==> config.mk <==
export PLATFORM = sky130hd
export DESIGN_NAME = fetch_queue
export DESIGN_NICKNAME = d
export VERILOG_FILES = /design/src/rtl/fetch_queue.sv
export SDC_FILE = /design/constraint.sdc
export NUM_CORES = 1
export LEC_CHECK = 0
export CAP_MARGIN = 20
export CORE_UTILIZATION = 40
export CTS_CLUSTER_SIZE = 25
export DETAILED_ROUTE_END_ITERATION = 10
export GPL_ROUTABILITY_DRIVEN = 0
export PLACE_DENSITY = 0.77
export REMOVE_ABC_BUFFERS = 1
export SYNTH_ARGS = -nofsm -noshare
export SYNTH_HDL_FRONTEND = slang
export SYNTH_SLANG_ARGS = --single-unit
export TNS_END_PERCENT = 1
==> constraint.sdc <==
create_clock -name clk_i -period 16.55 [get_ports clk_i]
set_clock_uncertainty 0.1 [all_clocks]
set_input_delay 2.4825 -clock clk_i [delete_from_list [all_inputs] [get_ports clk_i]]
set_output_delay 2.4825 -clock clk_i [all_outputs]
set_load 0.05 [all_outputs]
==> src/rtl/fetch_queue.sv <==
// rtl/fetch_queue.sv - instruction-fetch stage: next-PC generation and {PC, instruction} FIFO to decode
//
// Purpose: drives the PC register (next_pc_o / pc_enable_o), captures {pc_in_i, instr_in_i}
// pairs into a small FIFO, presents the head to decode with valid/ready, and handles
// redirect (flush + PC load) and a sticky halt.
//
// Ports:
//   clk_i               rising-edge clock
//   rst_i               synchronous active-high reset
//   pc_in_i             current PC from the PC register Q
//   instr_in_i          ROM word at pc_in_i (combinational, same cycle)
//   redirect_i          flush queue and load redirect_target_i into the PC
//   redirect_target_i   new PC on redirect
//   halt_i              enter HALTED (ecall from decode)
//   next_pc_o           PC register D
//   pc_enable_o         PC register clock enable
//   out_valid_o         FIFO head valid
//   out_pc_o            PC of head entry (0 when empty)
//   out_instr_o         instruction of head entry (0 when empty)
//   out_ready_i         decode accepts the head this cycle
//   halted_o            state is HALTED
//   fetch_count_o       number of pushes, wraps modulo 2^32
module fetch_queue #(
  parameter int NrOfBits = 32,
  parameter int Depth    = 2,
  parameter int PcStep   = 4
) (
  input  logic                clk_i,
  input  logic                rst_i,
  input  logic [NrOfBits-1:0] pc_in_i,
  input  logic [NrOfBits-1:0] instr_in_i,
  input  logic                redirect_i,
  input  logic [NrOfBits-1:0] redirect_target_i,
  input  logic                halt_i,
  output logic [NrOfBits-1:0] next_pc_o,
  output logic                pc_enable_o,
  output logic                out_valid_o,
  output logic [NrOfBits-1:0] out_pc_o,
  output logic [NrOfBits-1:0] out_instr_o,
  input  logic                out_ready_i,
  output logic                halted_o,
  output logic [31:0]         fetch_count_o
);

  localparam int PtrW = $clog2(Depth);
  localparam int CntW = PtrW + 1;

  typedef enum logic {
    ST_RUN,
    ST_HALTED
  } state_e;

  state_e              state_q, state_d;
  logic [PtrW-1:0]     rd_ptr_q, rd_ptr_d;
  logic [PtrW-1:0]     wr_ptr_q, wr_ptr_d;
  logic [CntW-1:0]     count_q, count_d;
  logic [31:0]         fetch_count_q, fetch_count_d;
  logic [NrOfBits-1:0] pc_mem_q    [Depth];
  logic [NrOfBits-1:0] instr_mem_q [Depth];

  logic running;
  logic pop;
  logic flush;
  logic fetch;

  assign running = (state_q == ST_RUN);
  assign pop     = out_valid_o & out_ready_i;
  // Redirect only acts while running; in HALTED it is ignored entirely.
  assign flush   = running & redirect_i;
  // A simultaneous pop frees a slot, so a full queue can still accept a push.
  assign fetch   = running & ~halt_i & ~redirect_i
                 & ((count_q < CntW'(Depth)) | pop);

  assign next_pc_o   = redirect_i ? redirect_target_i : pc_in_i + NrOfBits'(PcStep);
  assign pc_enable_o = ~rst_i & (flush | fetch);

  assign out_valid_o   = (count_q != '0);
  assign out_pc_o      = out_valid_o ? pc_mem_q[rd_ptr_q]    : '0;
  assign out_instr_o   = out_valid_o ? instr_mem_q[rd_ptr_q] : '0;
  assign halted_o      = (state_q == ST_HALTED);
  assign fetch_count_o = fetch_count_q;

  always_comb begin
    state_d = state_q;
    if (running && halt_i) begin
      state_d = ST_HALTED;
    end
  end

  always_comb begin
    rd_ptr_d      = rd_ptr_q;
    wr_ptr_d      = wr_ptr_q;
    count_d       = count_q;
    fetch_count_d = fetch_count_q;
    if (flush) begin
      // A pop in the redirect cycle is discarded along with the rest of the queue.
      rd_ptr_d = '0;
      wr_ptr_d = '0;
      count_d  = '0;
    end else begin
      if (pop) begin
        rd_ptr_d = rd_ptr_q + 1'b1;
      end
      if (fetch) begin
        wr_ptr_d      = wr_ptr_q + 1'b1;
        fetch_count_d = fetch_count_q + 32'd1;
      end
      case ({fetch, pop})
        2'b10:   count_d = count_q + 1'b1;
        2'b01:   count_d = count_q - 1'b1;
        default: count_d = count_q;
      endcase
    end
  end

  always_ff @(posedge clk_i) begin
    if (rst_i) begin
      state_q       <= ST_RUN;
      rd_ptr_q      <= '0;
      wr_ptr_q      <= '0;
      count_q       <= '0;
      fetch_count_q <= '0;
    end else begin
      state_q       <= state_d;
      rd_ptr_q      <= rd_ptr_d;
      wr_ptr_q      <= wr_ptr_d;
      count_q       <= count_d;
      fetch_count_q <= fetch_count_d;
    end
  end

  // Storage needs no reset: outputs are masked to zero while the queue is empty.
  always_ff @(posedge clk_i) begin
    if (fetch && !rst_i) begin
      pc_mem_q[wr_ptr_q]    <= pc_in_i;
      instr_mem_q[wr_ptr_q] <= instr_in_i;
    end
  end

endmodule

### Word level (Yosys, flattened, before mapping)

Memories as Yosys holds them, arrays and structs flattened. A register that Yosys moved wholly into a read port is not among the register bits.
Index checks and enable logic that the tools add are counted.

| operators by class | value |
|---|---|
| equality and inequality tests | 2 |
| bitwise logic cells | 13 |
| order comparisons | 1 |
| add/sub/neg operators | 6 |
| multiplexer cells | 10 |
| reduce and logical (&&, ||, !) cells | 7 |

Operator list:

| kind | number |
|---|---|
| 2-to-1 mux 32 bit | 3 |
| adder 32 x 1 -> 32 bit, second input constant | 1 |
| adder 32 x 3 -> 32 bit, second input constant | 1 |
| bitwise AND 1 bit | 6 |
| 2-to-1 mux 1 bit | 6 |
| NOT 1 bit | 5 |
| case mux 2 bit (2 select lines) | 1 |
| nonzero test 2 bit | 2 |
| adder 1 bit, second input constant | 2 |
| adder 2 x 1 -> 2 bit, second input constant | 1 |
| == test 2 x 1 -> 1 bit, second input constant | 1 |
| == test 2 bit, second input constant | 1 |
| logical AND 1 bit | 2 |
| less-than comparator 2 bit, second input constant | 1 |
| bitwise OR 1 bit | 2 |
| AND reduction 2 bit | 1 |
| OR reduction 2 bit | 1 |
| subtractor 2 x 1 -> 2 bit, second input constant | 1 |
| zero test 1 bit | 1 |

| storage, ports and cells | value |
|---|---|
| memories kept | 2 |
| flip-flop bits (word level) | 37 |
| memory bits (writable) | 128 |
| logic and storage cells | 46 |
| output and inout port bits | 131 |

Memories:

| name | depth | width | rd ports | clocked after memory_dff | write ports | RTL line | RTL |
|---|---|---|---|---|---|---|---|
| instr_mem_q | 2 | 32 | 1 | 1 | 1 | 59 | `logic [NrOfBits-1:0] instr_mem_q [Depth];` |
| pc_mem_q | 2 | 32 | 1 | 1 | 1 | 58 | `logic [NrOfBits-1:0] pc_mem_q [Depth];` |

### Logic depth before layout (Yosys ltp)

Gate-level depths: netlist (run 1).

| depth | value |
|---|---|
| word-level depth | 7 |
| gate-level depth with buffers | 7 |
| depth with buffers taken out | 7 |

### Worst setup path before layout (run 1)

No wires, ideal clock.

| timing path | value |
|---|---|
| path type | input port to flip-flop |
| start point | in out_ready_i |
| end point | mem instr_mem_q[1][0], enable pin |
| path slack | 8.051 ns |
| stages | 4 |
| data arrival time | 7.821 ns |
| setup time | 0.578 ns |
| required time | 15.872 ns |
| cell sequence | nand2b_1 > clkbuf_1 > nand2_1 > nor3b_1 |

| on the way | value |
|---|---|
| word-level cells in the longest chain between the ends | 6 |

Ends and longest elaborated chain:

| element | RTL line | RTL |
|---|---|---|
| start, declared | 40 | `input logic out_ready_i,` |
| bitwise AND 1 bit | 67 | `assign pop = out_valid_o & out_ready_i;` |
| bitwise OR 1 bit | 72 | `& ((count_q < CntW'(Depth)) \| pop);` |
| bitwise AND 1 bit | 72 |  |
| logical AND 1 bit | 134 | `if (fetch && !rst_i) begin` |
| 2-to-1 mux 1 bit | 134 |  |
| 2-to-1 mux 1 bit (implied by the code) | 136 | `instr_mem_q[wr_ptr_q] <= instr_in_i;` |
| end, declared | 59 |  |

No other way between the ends.

### Worst setup path in the final report (run 1)

| timing path | value |
|---|---|
| start point | in pc_in_i[2] |
| end point | out next_pc_o[28] |

| on the way | value |
|---|---|
| word-level cells in the longest chain between the ends | 2 |

Ends and longest elaborated chain:

| element | RTL line | RTL |
|---|---|---|
| start, declared | 30 | `input logic [NrOfBits-1:0] pc_in_i,` |
| adder 32 x 3 -> 32 bit | 74 | `assign next_pc_o = redirect_i ? redirect_target_i : pc_in_i + NrOfBits'(PcStep);` |
| 2-to-1 mux 32 bit | 74 |  |
| end, declared | 35 | `output logic [NrOfBits-1:0] next_pc_o,` |

No other way between the ends.

==> results of run 1 <==
where the power goes:
group	switching [W]	total [W]	leakage (nW)	internal [W]
clock network	0.000181	0.000383	0.284	0.000202
logic	0.0000993	0.000159	1.68	0.0000598
registers	0.00000241	0.000457	1.47	0.000454
state kept, by name, indices dropped and copies added (netlist names), named ones only:
name           flops
instr_mem_q       64
pc_mem_q          64
fetch_count_o     32
count_q            2
halted_o           1
rd_ptr_q           1
wr_ptr_q           1
kinds of logic after synthesis:
logic type	share of synthesized area
compound gates	0.0614
fa+ha+maj	0.00493
xor+xnor	0.0264
flops	0.604
buf+inv	0.0251
simple gates	0.176
mux	0.102
layer usage:
metal,GRT usage,wire [um],vias up
met2,0.348,9570,215
met5,0,0,-
met4,0.0619,287,0
met1,0.245,8040,2883
li1,-,-,2895
met3,0.0629,1710,17
worst paths after layout:
kind | to | cells past startpoint
hold reg to reg | fetch_count_o[1] | 2
hold / removal | fetch_count_o[1] | 2
setup reg to reg | fetch_count_o[23] | 4
setup / recovery | next_pc_o[28] | 7
metrics by stage:
stage / setup slack (ns) / hold WS, ns
2_1_floorplan: 8.10 / 0.372
3_3_place_gp: 7.96 / 0.374
3_5_place_dp: 7.88 / 0.383
4_1_cts: 7.87 / 0.393
5_1_grt: 7.72 / 0.418
6_report: 7.91 / 0.395
cell usage in the layout (no fill, tap or decap), types with 3 or more instances in the layout:
cell type        count
a21oi_1             17
a31oi_1             10
and3_1               6
and4_1               7
buf_4                7
clkbuf_16           17
clkdlybuf4s50_1    230
dfxtp_1             37
edfxtp_1           128
ha_1                 3
inv_1               11
inv_6                4
inv_8                6
mux2_2              12
mux2i_1             64
nand2_1             39
nand3_1             25
nand4_1             15
nor2_1              98
nor2b_1             10
nor3_1               5
nor4_1              12
o211ai_1             5
o21ai_0             18
o31ai_1             21
or3_1                6
or4_1               27
xnor2_1             10
xor2_1              13
critical path, cell delays in order:
cell,delay (ns)
clkdlybuf4s50_1,0.60
ha_1,0.24
nand3_1,0.23
or4_1,0.89
or4_1,0.59
a31oi_1,0.18
clkdlybuf4s50_1,0.84
area by class of cell:
cell class | count | area (um^2) | area share
Clock buffer | 17 | 425 | 0.0397
Sequential cell | 166 | 4610 | 0.430
Timing Repair Buffer | 238 | 2360 | 0.220
Clock inverter | 15 | 155 | 0.0145
Tap cell | 234 | 293 | 0.0273
Antenna cell | 1 | 2.50 | 0.000233
Multi-Input combinational cell | 440 | 2840 | 0.265
Inverter | 12 | 45.0 | 0.00420
==> run metrics, run 1 <==
outcome finished, final reports clean; NumNets Final roughly 1,000; Synth top cells by count edfxtp_1 (128), nor2_1 (99), mux2i_1 (64); Final setup viols 0; fin area roughly 11,000 um^2; initial antenna violation count 1; Cell Pwr Density 93.1 nW/um^2; number of enable flip-flop cells after synthesis 128; cell taking the most area after synthesis edfxtp_1; Layout area overhead 40.8%; layout cells sized above 1 0.0653; Pwr Total around 0.0010 W; CTS Buffer Depth 2; synth top area cells edfxtp_1 (50%), dfxtp_1 (10%), mux2i_1 (8.4%), nor2_1 (4.9%), or4_1 (2.7%); YS warnings 0; Cell Count, Final, Fillers Out 1,123; Netlist cell types 40; r2r setup slk roughly 14 ns; Rel. slew slack 0.274; fin util 0.574; Seq/Total Area, Yosys 0.604; fill count 1,573; Worst-Margin Slew 1.09 ns; Achievable Freq 116 MHz; CTS sink count 166; setup_tns 0 ns; most frequent cell after synthesis edfxtp_1; die area just under 20,000 um^2; Crit. End Element output port; syn avg cell area between 10 and 15 um^2; Crit Path Max Fanout 16; Routed Antenna Nets 0; Worst Hold Class register to register; #FFs+latches synth 166; worst hold start fetch_count_o[1]; Worst-path clk slew 0.07 ns; dpl hpwl 13,100 um; DRT Pass-1 Iters 5; DRT iter0 DRCs 249; first-pass GRT wire length 30,700 um; worst skew pair latency 0.42 ns; share of flip-flops with an asynchronous set or reset 0; Root Driver clkbuf_16; crit path kind input port to output port; CTS buffer count 17; Final Hold Fails 0; die height 140 um; P_leak ~3.4 nW; post-cts sizing count 0; fin crit share 0.522; Remaining DRCs 0; DR vias approximately 6,000; commonest register cell after synthesis edfxtp_1; hold buffers post-CTS 0; port buffer count 231; Yosys top cell area share 0.505; vias per cell around 5.4; worst path required time roughly 14 ns; Routed WL 19,600 um; cells after synthesis 656; Rows 50; VDD IR max around 0.000070 V; GRT Total Usage 0.203; Final min period 8.64 ns; Critical Path AT 6.05 ns; Worst Setup SP pc_in_i[2]; synthesized area 7620 um^2; Slew Limit Fails 0; largest net degree at the start of global routing 65; GRT overflow 0; RSZ-0062 raised after global routing false; initial core utilization 0.407; Post-DP Area 10,100 um^2; CTS tree built; Die X-Extent 140 um; number of global-route vias before repair 5,748; placed instance count 1,090; H-tree levels 4; RR Startpoint fetch_count_o[3]; WL/cell ~17 um; max-cap violation count 0; core area 18,700 um^2; Setup Fix Bufs, Post-CTS 0; IO Count 232; Critical Path Start Type input port
Power figures use the tool's default switching activity.
==> inputs of run 2 (changes only) <==
==> constraint.sdc (replaced) <==
create_clock -name clk_i -period 8.8 [get_ports clk_i]
set_clock_uncertainty 0.1 [all_clocks]
set_input_delay 1.32 -clock clk_i [delete_from_list [all_inputs] [get_ports clk_i]]
set_output_delay 1.32 -clock clk_i [all_outputs]
set_load 0.05 [all_outputs]
==> run 2 against run 1 <==
Setup slack lost 5.5 ns; power is 88% higher; global-route usage is 0.23 points lower; non-clock buffer count is the same; highest routed layer unchanged; sequential share of layout area about the same; largest cell class unchanged; core utilization about the same.
==> run metrics, run 2 (same netlist as run 1, synthesis figures left out) <==
outcome finished, final reports clean; Rel. slew slack 0.288; clock share of power 0.382; switching part of the total 0.282; P_sw 0.000529 W; number of global-route vias before repair 5,538; Routed WL 19,600 um; Crit Path Max Fanout 16; CP peak stage delay roughly 0.92 ns; DRT Pass-1 Iters 4; initial antenna violation count 1; Crit. End Element output port; most common cell after layout, fill and taps aside clkdlybuf4s50_1; NumNets Final 979; CTS Buffer Depth 2; Final WS setup 2.45 ns; GRT overflow 0; Worst-path clk slew 0.07 ns; P_int 0.00135 W; DRT iter0 DRCs 301; GRT Total Usage 0.201; setup_tns 0 ns; max-cap violation count 0; Final setup viols 0; Worst Hold Class register to register; WL/cell 17.5 um; IO Count about 230; Setup Fix Bufs, Post-CTS 0; Critical Path Start Type input port; worst skew pair latency 0.42 ns; crit path kind input port to output port; most frequent cells in the layout clkdlybuf4s50_1 (230), edfxtp_1 (128), nor2_1 (98); Final min period between 6 and 7 ns; Die X-Extent 140 um; die area between 15,000 and 20,000 um^2; post-cts sizing count 0; Cell Count, Final, Fillers Out 1,122; layout cells sized above 1 0.0653; Layout area overhead 40.8%; Routed Antenna Nets 0; core area ~19,000 um^2; CTS buffer count 17; hold buffers post-CTS 0; Slew Limit Fails 0; die height 140 um; Cell Pwr Density ~170 nW/um^2; VDD IR max roughly 0.00013 V; critical path, cell by cell clkdlybuf4s50_1, ha_1, nand3_1, or4_1, or4_1, a31oi_1, clkdlybuf4s50_1; H-tree levels 4; slowest cell on the critical path or4_1; vias per cell 5.39; pre-CTS WS roughly 2.5 ns; combinational power share 0.160; number of buffers and inverters on the critical path 2; Rows 50; P_leak 3.43 nW; Final Hold Fails 0; fin crit share 0.721; Inserted Diodes 0; port buffer count 231; CTS tree built; first-pass GRT wire length 30,200 um; worst path required time 7.38 ns; dpl hpwl 13,100 um; Root Driver clkbuf_16; Critical Path AT 4.93 ns; DR vias between 6,000 and 7,000; Achievable Freq 158 MHz; largest net degree at the start of global routing 65; initial core utilization 0.407; RSZ-0062 raised after global routing false; Seq pwr share 0.458; CTS sink count around 170; Worst-Margin Slew 1.07 ns; Remaining DRCs 0; placed instance count 1,090; delay-heaviest family, CP simple AND/OR/NAND/NOR gates
==> run 2: cell type report <==
type	count	area, um^2
tap	234	293
clock buffer	17	425
fill	1559	7980
sequential	166	4610
multi-input combinational	440	2840
timing repair buffer	238	2360
clock inverter	15	153
inverter	12	45.0
==> run 2: metal layers <==
metal / routed length, um / share of wire / track usage
met5: 0 / 0 / 0
met4: 337 / 0.017 / 0.0648
met3: 1780 / 0.090 / 0.0629
met2: 9440 / 0.48 / 0.339
met1: 8080 / 0.41 / 0.245
==> run 2: metrics by stage <==
step / instance area [um^2] / hold slack (ns) / power, W / util
floorplan: 7470 / 0.372 / 0.00104 / -
global placement: 10100 / 0.376 / 0.00117 / 0.542
detailed placement: 10100 / 0.383 / 0.00118 / 0.542
CTS: 10700 / 0.395 / 0.00190 / 0.573
global route: 10700 / 0.426 / 0.00194 / 0.573
finish: 10700 / 0.394 / 0.00187 / 0.573
==> run 2: worst register-to-register path, stage by stage, from the launching register on <==
cell     delay, ns
dfxtp_1       0.46
and4_1        0.26
nand4_1       0.76
nor4_1        0.64
mux2_2        0.38
==> run 2: path summary, 6_finish.rpt <==
kind,slack (ns),depth (start not counted),end,startpoint
worst max-delay path,2.45,7,next_pc_o[28],pc_in_i[2]
worst min-delay path,0.39,2,fetch_count_o[1],fetch_count_o[1]
worst max register to register,6.10,4,fetch_count_o[23],fetch_count_o[8]
worst min register to register,0.39,2,fetch_count_o[1],fetch_count_o[1]
==> run 2: power groups by stage <==
stage | registers (W) | clock network (W) | logic, W
floorplan | 0.000883 | 0 | 0.000157
global placement | 0.000876 | 0 | 0.000298
detailed placement | 0.000876 | 0 | 0.000300
CTS | 0.000859 | 0.000735 | 0.000301
global route | 0.000859 | 0.000766 | 0.000316
finish | 0.000859 | 0.000717 | 0.000299
